`src/rtl/mem_access_arbiter.sv`:
```
// rtl/mem_access_arbiter.sv - round-robin N-port front end to a single serial-tagged memory port
//
// Purpose:
//   Arbitrates read/write requests from NUM_PORTS clients onto one memory port.
//   Grants are combinational, so the request path adds no latency. The block
//   remembers which port owns each outstanding read/write serial, then routes
//   returned read data and write completions back to that port.
//
// Ports:
//   clk, rst            clock, asynchronous active-low reset
//   req_valid/we/addr/wdata  per-port request (port i at slice i)
//   req_ready           one-hot grant, same cycle as the request
//   rd_valid, rd_data   one-hot read return pulse, shared data bus
//   wr_ack              one-hot write completion pulse
//   mem_addr/wdata/re/we     request toward memory
//   mem_read_busy, mem_write_busy        memory back-pressure per type
//   next_read_serial, next_write_serial  serial the next accepted op receives
//   mem_read_data_ready/data/serial      read data return
//   mem_resp_valid/serial                write completion
//   orphan_resp         sticky flag: a response arrived for an unowned serial
//
// Optional feature macro: MEM_ARB_PERF_COUNTER_EN
//   Adds grant_count / stall_count outputs (32-bit saturating per port).

module mem_access_arbiter #(
  parameter int NUM_PORTS       = 2,
  parameter int ADDR_WIDTH      = 32,
  parameter int DATA_WIDTH      = 128,
  parameter int RD_SERIAL_WIDTH = 3,
  parameter int WR_SERIAL_WIDTH = 3
) (
  input  logic                            clk,
  input  logic                            rst,
  input  logic [NUM_PORTS-1:0]            req_valid,
  input  logic [NUM_PORTS-1:0]            req_we,
  input  logic [NUM_PORTS*ADDR_WIDTH-1:0] req_addr,
  input  logic [NUM_PORTS*DATA_WIDTH-1:0] req_wdata,
  output logic [NUM_PORTS-1:0]            req_ready,
  output logic [NUM_PORTS-1:0]            rd_valid,
  output logic [DATA_WIDTH-1:0]           rd_data,
  output logic [NUM_PORTS-1:0]            wr_ack,
  output logic [ADDR_WIDTH-1:0]           mem_addr,
  output logic [DATA_WIDTH-1:0]           mem_wdata,
  output logic                            mem_re,
  output logic                            mem_we,
  input  logic                            mem_read_busy,
  input  logic                            mem_write_busy,
  input  logic [RD_SERIAL_WIDTH-1:0]      next_read_serial,
  input  logic [WR_SERIAL_WIDTH-1:0]      next_write_serial,
  input  logic                            mem_read_data_ready,
  input  logic [DATA_WIDTH-1:0]           mem_read_data,
  input  logic [RD_SERIAL_WIDTH-1:0]      mem_read_serial,
  input  logic                            mem_resp_valid,
  input  logic [WR_SERIAL_WIDTH-1:0]      mem_resp_serial,
  output logic                            orphan_resp
`ifdef MEM_ARB_PERF_COUNTER_EN
  ,
  output logic [NUM_PORTS*32-1:0]         grant_count,
  output logic [NUM_PORTS*32-1:0]         stall_count
`endif
);

  localparam int PW       = (NUM_PORTS > 1) ? $clog2(NUM_PORTS) : 1;
  localparam int RD_DEPTH = 1 << RD_SERIAL_WIDTH;
  localparam int WR_DEPTH = 1 << WR_SERIAL_WIDTH;

  logic [PW-1:0]         r_rr_ptr;
  logic [RD_DEPTH-1:0]   r_rd_own_valid;
  logic [PW-1:0]         r_rd_own_port [RD_DEPTH];
  logic [WR_DEPTH-1:0]   r_wr_own_valid;
  logic [PW-1:0]         r_wr_own_port [WR_DEPTH];
  logic [NUM_PORTS-1:0]  r_rd_valid;
  logic [NUM_PORTS-1:0]  r_wr_ack;
  logic [DATA_WIDTH-1:0] r_rd_data;
  logic                  r_orphan;

  logic                  w_rd_free;
  logic                  w_wr_free;
  logic [NUM_PORTS-1:0]  w_elig;
  logic                  w_gnt_found;
  logic [PW-1:0]         w_gnt_idx;
  logic [PW-1:0]         w_next_ptr;

  // A channel is free only if memory accepts it and the serial it would
  // receive is not still owned. An entry being retired this same cycle still
  // reads valid, so allocation onto it waits one cycle (no bypass).
  assign w_rd_free = !mem_read_busy  && !r_rd_own_valid[next_read_serial];
  assign w_wr_free = !mem_write_busy && !r_wr_own_valid[next_write_serial];

  // Gating with rst keeps every combinational request output at 0 in reset.
  always_comb begin
    w_elig = '0;
    for (int i = 0; i < NUM_PORTS; i++) begin
      w_elig[i] = rst && req_valid[i] && (req_we[i] ? w_wr_free : w_rd_free);
    end
  end

  // Cyclic priority scan starting at the round-robin pointer.
  always_comb begin : arb
    int v_idx;
    int v_nxt;
    w_gnt_found = 1'b0;
    w_gnt_idx   = '0;
    v_idx       = 0;
    for (int k = 0; k < NUM_PORTS; k++) begin
      v_idx = (int'(r_rr_ptr) + k) % NUM_PORTS;
      if (!w_gnt_found && w_elig[v_idx[PW-1:0]]) begin
        w_gnt_found = 1'b1;
        w_gnt_idx   = v_idx[PW-1:0];
      end
    end
    v_nxt      = (int'(w_gnt_idx) + 1) % NUM_PORTS;
    w_next_ptr = v_nxt[PW-1:0];
  end

  always_comb begin
    req_ready = '0;
    mem_re    = 1'b0;
    mem_we    = 1'b0;
    mem_addr  = '0;
    mem_wdata = '0;
    if (w_gnt_found) begin
      req_ready[w_gnt_idx] = 1'b1;
      mem_addr = req_addr[int'(w_gnt_idx)*ADDR_WIDTH +: ADDR_WIDTH];
      if (req_we[w_gnt_idx]) begin
        mem_we    = 1'b1;
        mem_wdata = req_wdata[int'(w_gnt_idx)*DATA_WIDTH +: DATA_WIDTH];
      end else begin
        mem_re    = 1'b1;
      end
    end
  end

  // Retirement is processed before allocation. They can never target the same
  // entry: retirement needs a valid entry, allocation needs an invalid one.
  always_ff @(posedge clk or negedge rst) begin
    if (!rst) begin
      r_rr_ptr       <= '0;
      r_rd_own_valid <= '0;
      r_wr_own_valid <= '0;
      for (int s = 0; s < RD_DEPTH; s++) r_rd_own_port[s] <= '0;
      for (int s = 0; s < WR_DEPTH; s++) r_wr_own_port[s] <= '0;
      r_rd_valid     <= '0;
      r_wr_ack       <= '0;
      r_rd_data      <= '0;
      r_orphan       <= 1'b0;
    end else begin
      r_rd_valid <= '0;
      r_wr_ack   <= '0;

      if (mem_read_data_ready) begin
        r_rd_data <= mem_read_data;
        if (r_rd_own_valid[mem_read_serial]) begin
          r_rd_valid[r_rd_own_port[mem_read_serial]] <= 1'b1;
          r_rd_own_valid[mem_read_serial]            <= 1'b0;
        end else begin
          r_orphan <= 1'b1;
        end
      end

      if (mem_resp_valid) begin
        if (r_wr_own_valid[mem_resp_serial]) begin
          r_wr_ack[r_wr_own_port[mem_resp_serial]] <= 1'b1;
          r_wr_own_valid[mem_resp_serial]          <= 1'b0;
        end else begin
          r_orphan <= 1'b1;
        end
      end

      if (w_gnt_found) begin
        r_rr_ptr <= w_next_ptr;
        if (req_we[w_gnt_idx]) begin
          r_wr_own_valid[next_write_serial] <= 1'b1;
          r_wr_own_port[next_write_serial]  <= w_gnt_idx;
        end else begin
          r_rd_own_valid[next_read_serial]  <= 1'b1;
          r_rd_own_port[next_read_serial]   <= w_gnt_idx;
        end
      end
    end
  end

  assign rd_valid    = r_rd_valid;
  assign rd_data     = r_rd_data;
  assign wr_ack      = r_wr_ack;
  assign orphan_resp = r_orphan;

`ifdef MEM_ARB_PERF_COUNTER_EN
  logic [31:0] r_grant_cnt [NUM_PORTS];
  logic [31:0] r_stall_cnt [NUM_PORTS];

  always_ff @(posedge clk or negedge rst) begin
    if (!rst) begin
      for (int i = 0; i < NUM_PORTS; i++) begin
        r_grant_cnt[i] <= '0;
        r_stall_cnt[i] <= '0;
      end
    end else begin
      for (int i = 0; i < NUM_PORTS; i++) begin
        if (req_ready[i] && (r_grant_cnt[i] != 32'hFFFF_FFFF)) begin
          r_grant_cnt[i] <= r_grant_cnt[i] + 32'd1;
        end
        if (req_valid[i] && !req_ready[i] && (r_stall_cnt[i] != 32'hFFFF_FFFF)) begin
          r_stall_cnt[i] <= r_stall_cnt[i] + 32'd1;
        end
      end
    end
  end

  always_comb begin
    grant_count = '0;
    stall_count = '0;
    for (int i = 0; i < NUM_PORTS; i++) begin
      grant_count[i*32 +: 32] = r_grant_cnt[i];
      stall_count[i*32 +: 32] = r_stall_cnt[i];
    end
  end
`endif

endmodule

```
`config.mk`:
```
export PLATFORM = sky130hd
export DESIGN_NAME = mem_access_arbiter
export DESIGN_NICKNAME = d
export VERILOG_FILES = /design/src/rtl/mem_access_arbiter.sv
export SDC_FILE = /design/constraint.sdc
export NUM_CORES = 1
export LEC_CHECK = 0
export ABC_AREA = 1
export ABC_CLOCK_PERIOD_IN_PS = 2140
export BUFFER_PORTS_ARGS = -buffer_cell sky130_fd_sc_hd__buf_2
export CORE_AREA = 2 2 303 305
export DETAILED_ROUTE_END_ITERATION = 7
export DIE_AREA = 0 0 305 307
export HOLD_SLACK_MARGIN = 0.03
export SLEW_MARGIN = 20
export SYNTH_ARGS = -nofsm -noshare
export SYNTH_HDL_FRONTEND = slang
export SYNTH_SLANG_ARGS = --single-unit
```
`constraint.sdc`:
```
create_clock -name clk -period 2.14 [get_ports clk]
set_input_delay 0 -clock clk [delete_from_list [all_inputs] [get_ports clk]]
set_output_delay 0 -clock clk [all_outputs]
set_load 0.01 [all_outputs]
```
Yosys cells after proc, flatten, opt, wreduce, memory -nomap -nowiden
Index checks and enable logic that the tools add are counted.
{"block": "word_totals", "regBits": 166, "inputBits": 470, "out_inout_bits": 297, "elab_cells": 153}
{"block": "classes", "add_sub_neg": 2, "magnitude_cmp": 22, "shifts": 2, "mux": 70, "bitwise": 11, "n_reduce_logical": 23}
{"op": "128-bit 2-to-1 mux", "n": 2}
{"op": "256-bit by 9-bit variable part select with 128-bit output", "n": 1}
{"op": "8-bit 2-to-1 mux", "n": 8}
{"op": "64-bit by 7-bit variable part select with 32-bit output", "n": 1}
{"op": "1-bit 2-to-1 mux", "n": 37}
{"op": "32-bit 2-to-1 mux", "n": 1}
{"op": "1-bit binary-select mux with 3-bit select", "n": 6}
{"op": "1-bit demux with 3-bit select", "n": 6}
{"op": "8-bit AND", "n": 2}
{"op": "8-bit bitwise mux", "n": 2}
{"op": "4-bit greater-or-equal comparator, second input constant", "n": 4}
{"op": "1-bit logical AND", "n": 16}
{"op": "3-bit by 4-bit < comparator with 1-bit output, second input constant", "n": 4}
{"op": "3-bit NOT with 4-bit output", "n": 4}
{"op": "8-bit NOT", "n": 2}
{"op": "8-bit OR", "n": 2}
{"op": "3-bit by 1-bit greater-or-equal comparator with 1-bit output, second input constant", "n": 4}
{"op": "1-bit by 2-bit < comparator with 1-bit output, second input constant", "n": 5}
{"op": "2-bit 2-to-1 mux", "n": 5}
{"op": "4-bit by 1-bit < comparator with 1-bit output, second input constant", "n": 2}
{"op": "1-bit zero test", "n": 5}
{"op": "2-bit AND reduction", "n": 2}
{"op": "1-bit demux with 1-bit select", "n": 3}
{"op": "1-bit greater-or-equal comparator, second input constant", "n": 3}
{"op": "2 further kinds", "n": 3}

Longest topological paths before layout
Gate-level depths: netlist (run 1).
{"block": "logic_depth", "ltp_word": 17, "ltp_mapped": 17, "depth_no_buf": 15}

Worst setup path after synthesis (run 1)
OpenSTA, ideal clock, no wires.
{"block": "synth_timing", "path_kind": "reg-to-output", "startpoint": "register r_rd_own_valid[5]", "endpoint": "output mem_wdata[100]", "t_arrival_ps": 1846, "required_time_ps": 2140, "slack_ps": 294, "stages_incl_launch_ff": 16, "n_path_buf": 2, "cell_sequence": "dfrtp_1 -> inv_1 -> nand2_1 -> nand3_1 -> nand2_1 -> nor2_1 -> nand2_1 -> nand2_1 -> nand2_2 -> nor2_8 -> nand3_2 -> nand2_4 -> nand2_2 -> buf_6 -> buf_6 -> a21oi_2"}
{"block": "synth_via", "elab_chain_len": 16, "elab_cells_between_ends": 23, "classes_between": "1 x shift; 16 x mux; 6 x reduce/logical"}
{"item": "start, declared", "line_no": "68", "text": "logic [RD_DEPTH-1:0] r_rd_own_valid;"}
{"item": "start signal, assigned", "line_no": "139", "text": "r_rd_own_valid <= '0;"}
{"item": "start signal, assigned by index", "line_no": "155", "text": "r_rd_own_valid[mem_read_serial] <= 1'b0;"}
{"item": "start signal, assigned by index", "line_no": "176", "text": "r_rd_own_valid[next_read_serial] <= 1'b1;"}
{"item": "1-bit binary-select mux with 3-bit select *", "line_no": "87", "text": "assign w_rd_free = !mem_read_busy && !r_rd_own_valid[next_read_serial];"}
{"item": "1-bit 2-to-1 mux (implied by the code) *", "line_no": "87"}
{"item": "1-bit zero test *", "line_no": "87"}
{"item": "1-bit logical AND *", "line_no": "87"}
{"item": "parallel branches: the longest is 11 deep, another holds 256-bit by 9-bit variable part select with 128-bit output"}
{"item": "128-bit 2-to-1 mux *", "line_no": "122", "text": "if (w_gnt_found) begin"}
{"item": "end, declared", "line_no": "43", "text": "output logic [DATA_WIDTH-1:0] mem_wdata,"}
Every way passes the cells marked *. The select of a mux whose other input is x is not followed.

Worst setup path in the final report (run 1)
{"block": "layout_timing", "startpoint": "register r_rd_own_valid[5]", "endpoint": "output mem_wdata[32]"}
The elaborated chain is that of the path after synthesis.

==> results of run 1 <==
==> sequential cells by signal, indices dropped and copies added (netlist names) <==
name,cells
r_rr_ptr,1
rd_valid,2
orphan_resp,1
r_wr_own_valid,8
r_rd_own_port,8
r_wr_own_port,8
rd_data,128
wr_ack,2
r_rd_own_valid,8
==> through the flow <==
stage / power [mW] / hold slack, ns / setup TNS, ns / instance area (sq um)
floorplan: 4.78 / -0.296 / 0 / 9740
global placement: 6.18 / -0.172 / -1.52 / 15400
detailed placement: 6.20 / -0.171 / -0.808 / 15400
CTS: 9.83 / 0.0365 / -86.35 / 18200
global route: 10.5 / 0.0679 / -110.58 / 19000
finish: 9.95 / 0.0585 / -74.25 / 19000
==> worst max-delay path: stages, from the launching register on <==
cell and delay (ns):
dfrtp_1 0.40, inv_2 0.07, nand2_2 0.05, nand3_2 0.08, nand2_1 0.05, nor2_1 0.10, nand2_1 0.08, nand2_1 0.09
nand2_2 0.09, nor2_8 0.14, buf_6 0.13, nand3_4 0.09, nand2_8 0.11, nand2_8 0.14, buf_8 0.21, a21oi_4 0.17
buf_2 0.17
==> power by group <==
group	total, mW	switching [mW]	internal (mW)
logic	3.22	1.73	1.49
clock network	3.13	1.45	1.68
registers	3.61	0.162	3.44
total	9.95	3.34	6.61
==> cell usage in the layout (no fill, tap or decap), drive strengths merged <==
| cell type | synthesis | final |
|---|---|---|
| dfrtp | 166 | 166 |
| diode | 0 | 5 |
| clkbuf | 52 | 25 |
| inv | 38 | 41 |
| a21oi | 133 | 133 |
| nand3 | 10 | 10 |
| dlygate4sd3 | 0 | 173 |
| o21ai | 15 | 15 |
| bufinv | 0 | 1 |
| o32ai | 2 | 2 |
| nor2 | 50 | 50 |
| nand2 | 816 | 817 |
| dlymetal6s4s | 0 | 5 |
| nor3 | 10 | 10 |
| clkinvlp | 0 | 2 |
| bufbuf | 0 | 1 |
| clkinv | 2 | 8 |
| o31ai | 18 | 18 |
| nand4 | 42 | 42 |
| buf | 38 | 866 |
==> what timing repair did <==
item                                    4_1_cts  5_1_grt
endpoints found under the hold margin       330        0
cloned                                        3        7
buffers inserted                              7       16
pin swaps                                    13       40
endpoints found under the setup margin      164      195
resized for setup                            56      142
hold buffers                                179        0
==> routing by layer <==
metal  vias up  global-route usage [%]  wire length, microns
met5         -                   0.103                   193
met4        30                    4.12                  1540
met3       102                    4.53                  5900
met2       649                    17.1                 26200
met1      6342                    13.4                 22300
li1       6357                       -                     -
==> cell families after synthesis <==
family	after synthesis
flops	166
simple gates	928
compound gates	168
buf+inv	130
==> area by class of cell <==
cell class | count | area (sq um) | share of cell area [%]
tap | 1186 | 1480 | 7.81
inverter | 40 | 173 | 0.909
clock inverter | 12 | 119 | 0.626
clock buffer | 20 | 457 | 2.40
timing repair buffer | 1050 | 7180 | 37.8
antenna | 5 | 12.5 | 0.0658
multi-input combinational | 1097 | 5430 | 28.6
sequential | 166 | 4150 | 21.9
==> how the worst max path moves through the flow <==
stage / cells past startpoint / startpoint / to
final: 16 / r_rd_own_valid[5] / mem_wdata[32]
after global routing: 17 / r_rd_own_valid[5] / mem_wdata[104]
after CTS: 16 / r_rd_own_valid[5] / mem_wdata[104]
after detailed placement: 16 / r_rd_own_valid[5] / mem_wdata[6]
after global placement: 15 / r_rd_own_valid[5] / mem_wdata[6]
after floorplan: 15 / r_rd_own_valid[5] / mem_wdata[100]
==> results.toml, run 1 <==
[clocking]
numCtsBuffers = 17
cts_root_buf = "clkbuf_16"
clockBufferDepth = 2
cts_sinks = 166
clk_latency_ns = 0.47
htreeDepth = 4
cts_tree = "done"
clk_pin_slew_ns = 0.07

[worst_setup_path]
crit_arrival_ns = 2.68
cp-start-kind = "flip-flop"
rr_endpoint = "r_rd_own_port[2]"
worstSetupPathType = "flip-flop to output port"
required_ns = 2.14
r2r_setup_slack_ns = 0
reg2regPathDepth = 16
end_kind = "output port"
r2r-start = "r_rd_own_valid[5]"
worst-path-max-fanout = 10

[drt]
drt-total-wl_microns = 56100
first_iter_violations = 1151
firstDrtPassIters = 8
vias_per_cell = 3.77
drc = 0
vias = 13500
wl_per_cell_microns = 15.7
antenna_left = 0

[synthesis]
synth-xor-area-share_pct = 0
synth_top_cell_by_area = "dfrtp_1"
async_reset_ff_share_pct = 100
synth_common_cells = "nand2_1 (811), dfrtp_1 (166), a21oi_2 (109)"
synthMostInstantiatedCell = "nand2_1"
syn_avg_cell_area_sq_um = 7.00
synthesis.nets = 1862
postSynthCellCount = 1392
yosys_most_used_dff = "dfrtp_1"
synth-adder-area-share_pct = 0
synth-simple-area-share_pct = 37.6
syn-cell-area_sq_mm = 0.00974
synthMuxAreaShare_pct = 0
ys_seq_area_share_pct = 42.6
synth-edff-count = 0
synth_seq_cells = 166
synth_top_area_share_pct = 42.6
yosysUniqueCellTypes = 25
synth_warnings = 0
synth_top_family_by_area = "simple AND/OR/NAND/NOR gates"
synth-compound-area-share_pct = 13.4
synth.area.top_cells = "dfrtp_1 (43%), nand2_1 (31%), a21oi_2 (9.8%)"

[global_route]
grt_max_degree = 109
grt_pass1_vias = 12900
grt_use_total_pct = 11.0
grt-ovfl-total = 0
grt_pass1_wl_microns = 77600
antenna_found_initial = 22

[sta]
hold_viol = 0
max_clock_freq_ghz = 0.373
layout_setup_ws_ns = -0.542
fin_worst_skew_ns = 0.00590
drv_slew = 0
setup_violations = 165
max-slew-margin-rel_pct = 53.2
worst_pin_slew_ns = 0.702
finalCriticalPeriod_ns = 2.68
rsz0062_at_grt = "true"
fin_crit_sh_pct = 125

[power]
power.leakage_nw = 10.1
irDropWorstVdd_uv = 581
power_density_mw_per_mm2 = 524

[floorplanning]
num_io_pins = 767
die_area_sq_mm = 0.0936
initial_core_util_pct = 10.7
die_x_microns = 305
core_sq_mm = 0.0907
die_h_microns = 307
std_cell_rows = 111

[place]
dp_hpwl_microns = 42000
io_buffers = 766
dp_cells = 3330
gp_congestion = 0.887
dp_slack_ns = -0.115

[min_path]
hold_class = "input pin to async pin"

[final_layout]
area_growth_pct = 95.0
fill_cells = 10000
final_cells = 3576
drive_gt1_share_pct = 45.9
utilization_pct = 21.0
finalNetCount = 2842

[status]
outcome = "finished with violations"
violations = "setup timing"

[run]
drv_cap = 0
Power figures use the tool's default switching activity.
==> run 2: changes to the inputs <==
--- a/config.mk
+++ b/config.mk
@@ -12,6 +12,7 @@
 export DETAILED_ROUTE_END_ITERATION = 7
 export DIE_AREA = 0 0 305 307
 export HOLD_SLACK_MARGIN = 0.03
+export RECOVER_POWER = 50
 export SLEW_MARGIN = 20
 export SYNTH_ARGS = -nofsm -noshare
 export SYNTH_HDL_FRONTEND = slang
==> run 2 against run 1 <==
  * The run still ends with setup timing left
  * Final cell count is essentially flat
  * Flip-flop and latch count is the same
  * Design area shrank 0.94%
  * Combinational power shrank 2%
  * Count of clock-buffer cells in the layout is the same
  * Fmax grew 0.21%
==> results.toml, run 2 (same netlist as run 1, synthesis figures left out) <==
[status]
outcome = "finished with violations"
violations = "setup timing"

[clocking]
cts_root_buf = "clkbuf_16"
clockBufferDepth = 2
numCtsBuffers = 17
htreeDepth = 4
cts_tree = "done"
clk_pin_slew_ns = 0.07
cts_sinks = 166
clk_latency_ns = 0.47

[worst_setup_path]
worst-path-max-fanout = 10
crit_chain = "inv_2 > nand2_2 > nand3_2 > nand2_1 > nor2_1 > nand2_1 > nand2_1 > nand2_2 > nor2_8 > buf_6 > nand3_4 > nand2_8 > nand2_8 > buf_4 > a21oi_4 > buf_2"
worst_path_most_repeated_cell = "nand2_1"
r2r-start = "r_rd_own_valid[5]"
worstSetupPathType = "flip-flop to output port"
end_kind = "output port"
worst_path_max_delay_cell = "dfrtp_1"
critPathTopFamily = "simple AND/OR/NAND/NOR gates"
required_ns = 2.14
cp-start-kind = "flip-flop"
worst-path-buf-inv = 4
cp-startpoint = "r_rd_own_valid[5]"
crit_arrival_ns = 2.68
max_stage_delay_ns = 0.40

[sta]
fin_worst_skew_ns = 0.00408
rsz0062_at_grt = "true"
layout_setup_ws_ns = -0.536
finalCriticalPeriod_ns = 2.68
max_clock_freq_ghz = 0.374
max-slew-margin-rel_pct = 2.55
worst_pin_slew_ns = 1.46
hold_viol = 0
setup_violations = 166
hold_ws_ns = 0.0338
drv_slew = 0
fin_crit_sh_pct = 125

[min_path]
hold_class = "input pin to async pin"

[final_layout]
most-common-layout-cells = "nand2_1 (757), buf_2 (599), dlygate4sd3_1 (173)"
finish.instance_area_sq_mm = 0.0188
multiInputGateArea_sq_mm = 0.00543
drive_gt1_share_pct = 40.3
largest_reg_flops = 128
area_growth_pct = 93.2
regArea_sq_mm = 0.00415
final_common_cell = "nand2_1"
fill_cells = 10100
finalNetCount = 2842

[drt]
vias = 13500
drc = 0
wl_per_cell_microns = 15.7
firstDrtPassIters = 5
vias_per_cell = 3.77
first_iter_violations = 1133
drt-total-wl_microns = 56200
antenna_left = 0

[power]
power.leakage_nw = 9.70
power_density_mw_per_mm2 = 525
intPower_mw = 6.55
combPwrFrac_pct = 31.9
p_sw_mw = 3.34
pwr-share-seq_pct = 36.5
netSwitchingFraction_pct = 33.8
irDropWorstVdd_uv = 581
p_clk_share_pct = 31.6

[global_route]
grt-ovfl-total = 0
grt_pass1_vias = 12900
grt_pass1_wl_microns = 77600
grt_use_total_pct = 11.0
grt_max_degree = 109
antenna_found_initial = 22

[place]
io_buffers = 766
dpl-instance-area_sq_mm = 0.0154
dp_slack_ns = -0.115
gp_congestion = 0.887
dp_hpwl_microns = 42000

[floorplanning]
num_io_pins = 767
std_cell_rows = 111
initial_core_util_pct = 10.7
die_h_microns = 307
die_area_sq_mm = 0.0936
die_x_microns = 305
core_sq_mm = 0.0907

[run]
drv_cap = 0
## run 2: area by class of cell
class / instances / area share (%)
antenna: 7 / 0.0931
timing repair buffer: 1050 / 37.2
clock inverter: 12 / 0.631
sequential: 166 / 22.1
tap: 1186 / 7.88
clock buffer: 20 / 2.43
multi-input combinational: 1097 / 28.8
inverter: 40 / 0.904
## run 2: final timing paths
path / end / slack (ns) / depth (start not counted)
hold reg to reg: rd_data[105] / 0.47 / 2
setup / recovery: mem_wdata[89] / -0.54 / 16
hold / removal: r_rd_own_valid[1] / 0.03 / 2
max in group asynchronous: rd_data[26] / 0.28 / 3
setup reg to reg: r_rd_own_port[2] / 0 / 16
min in group clk: r_rd_own_port[0] / 0.13 / 6
## run 2: routing by layer
| layer | routed length (microns) | vias to the layer above | part of all wire, % | GRT usage (%) |
|---|---|---|---|---|
| met2 | 26200 | 630 | 47 | 17.1 |
| met3 | 5910 | 112 | 11 | 4.53 |
| met4 | 1630 | 26 | 2.9 | 4.12 |
| met5 | 161 | - | 0.29 | 0.103 |
| li1 | - | 6357 | - | - |
| met1 | 22400 | 6358 | 40 | 13.4 |
## run 2: timing repair
action	4_1_cts	5_1_grt
setup endpoints to repair	164	195
hold buffers	179	0
pin swaps	13	40
cloned	3	7
setup buffers	7	16
gates resized for setup	56	142
endpoints found under the hold margin	330	0
## run 2: power by group through the flow
stage                     Sequential, mW  Combinational (mW)  Clock, mW
final                               3.61                3.16       3.12
after global routing                3.65                3.42       3.37
after CTS                           3.60                2.95       3.28
after detailed placement            3.65                2.55          0
after global placement              3.65                2.54          0
after floorplan                     3.76                1.02          0
## run 2: stage by stage
stage	util, %	std cells	power (mW)	TNS [ns]
4_1_cts	20.0	3551	9.83	-86.35
6_report	20.8	3578	9.89	-73.93
5_1_grt	20.7	3575	10.4	-114.78
3_5_place_dp	17.0	3330	6.20	-0.808
2_1_floorplan	-	1392	4.78	0
3_3_place_gp	17.0	3330	6.18	-1.52
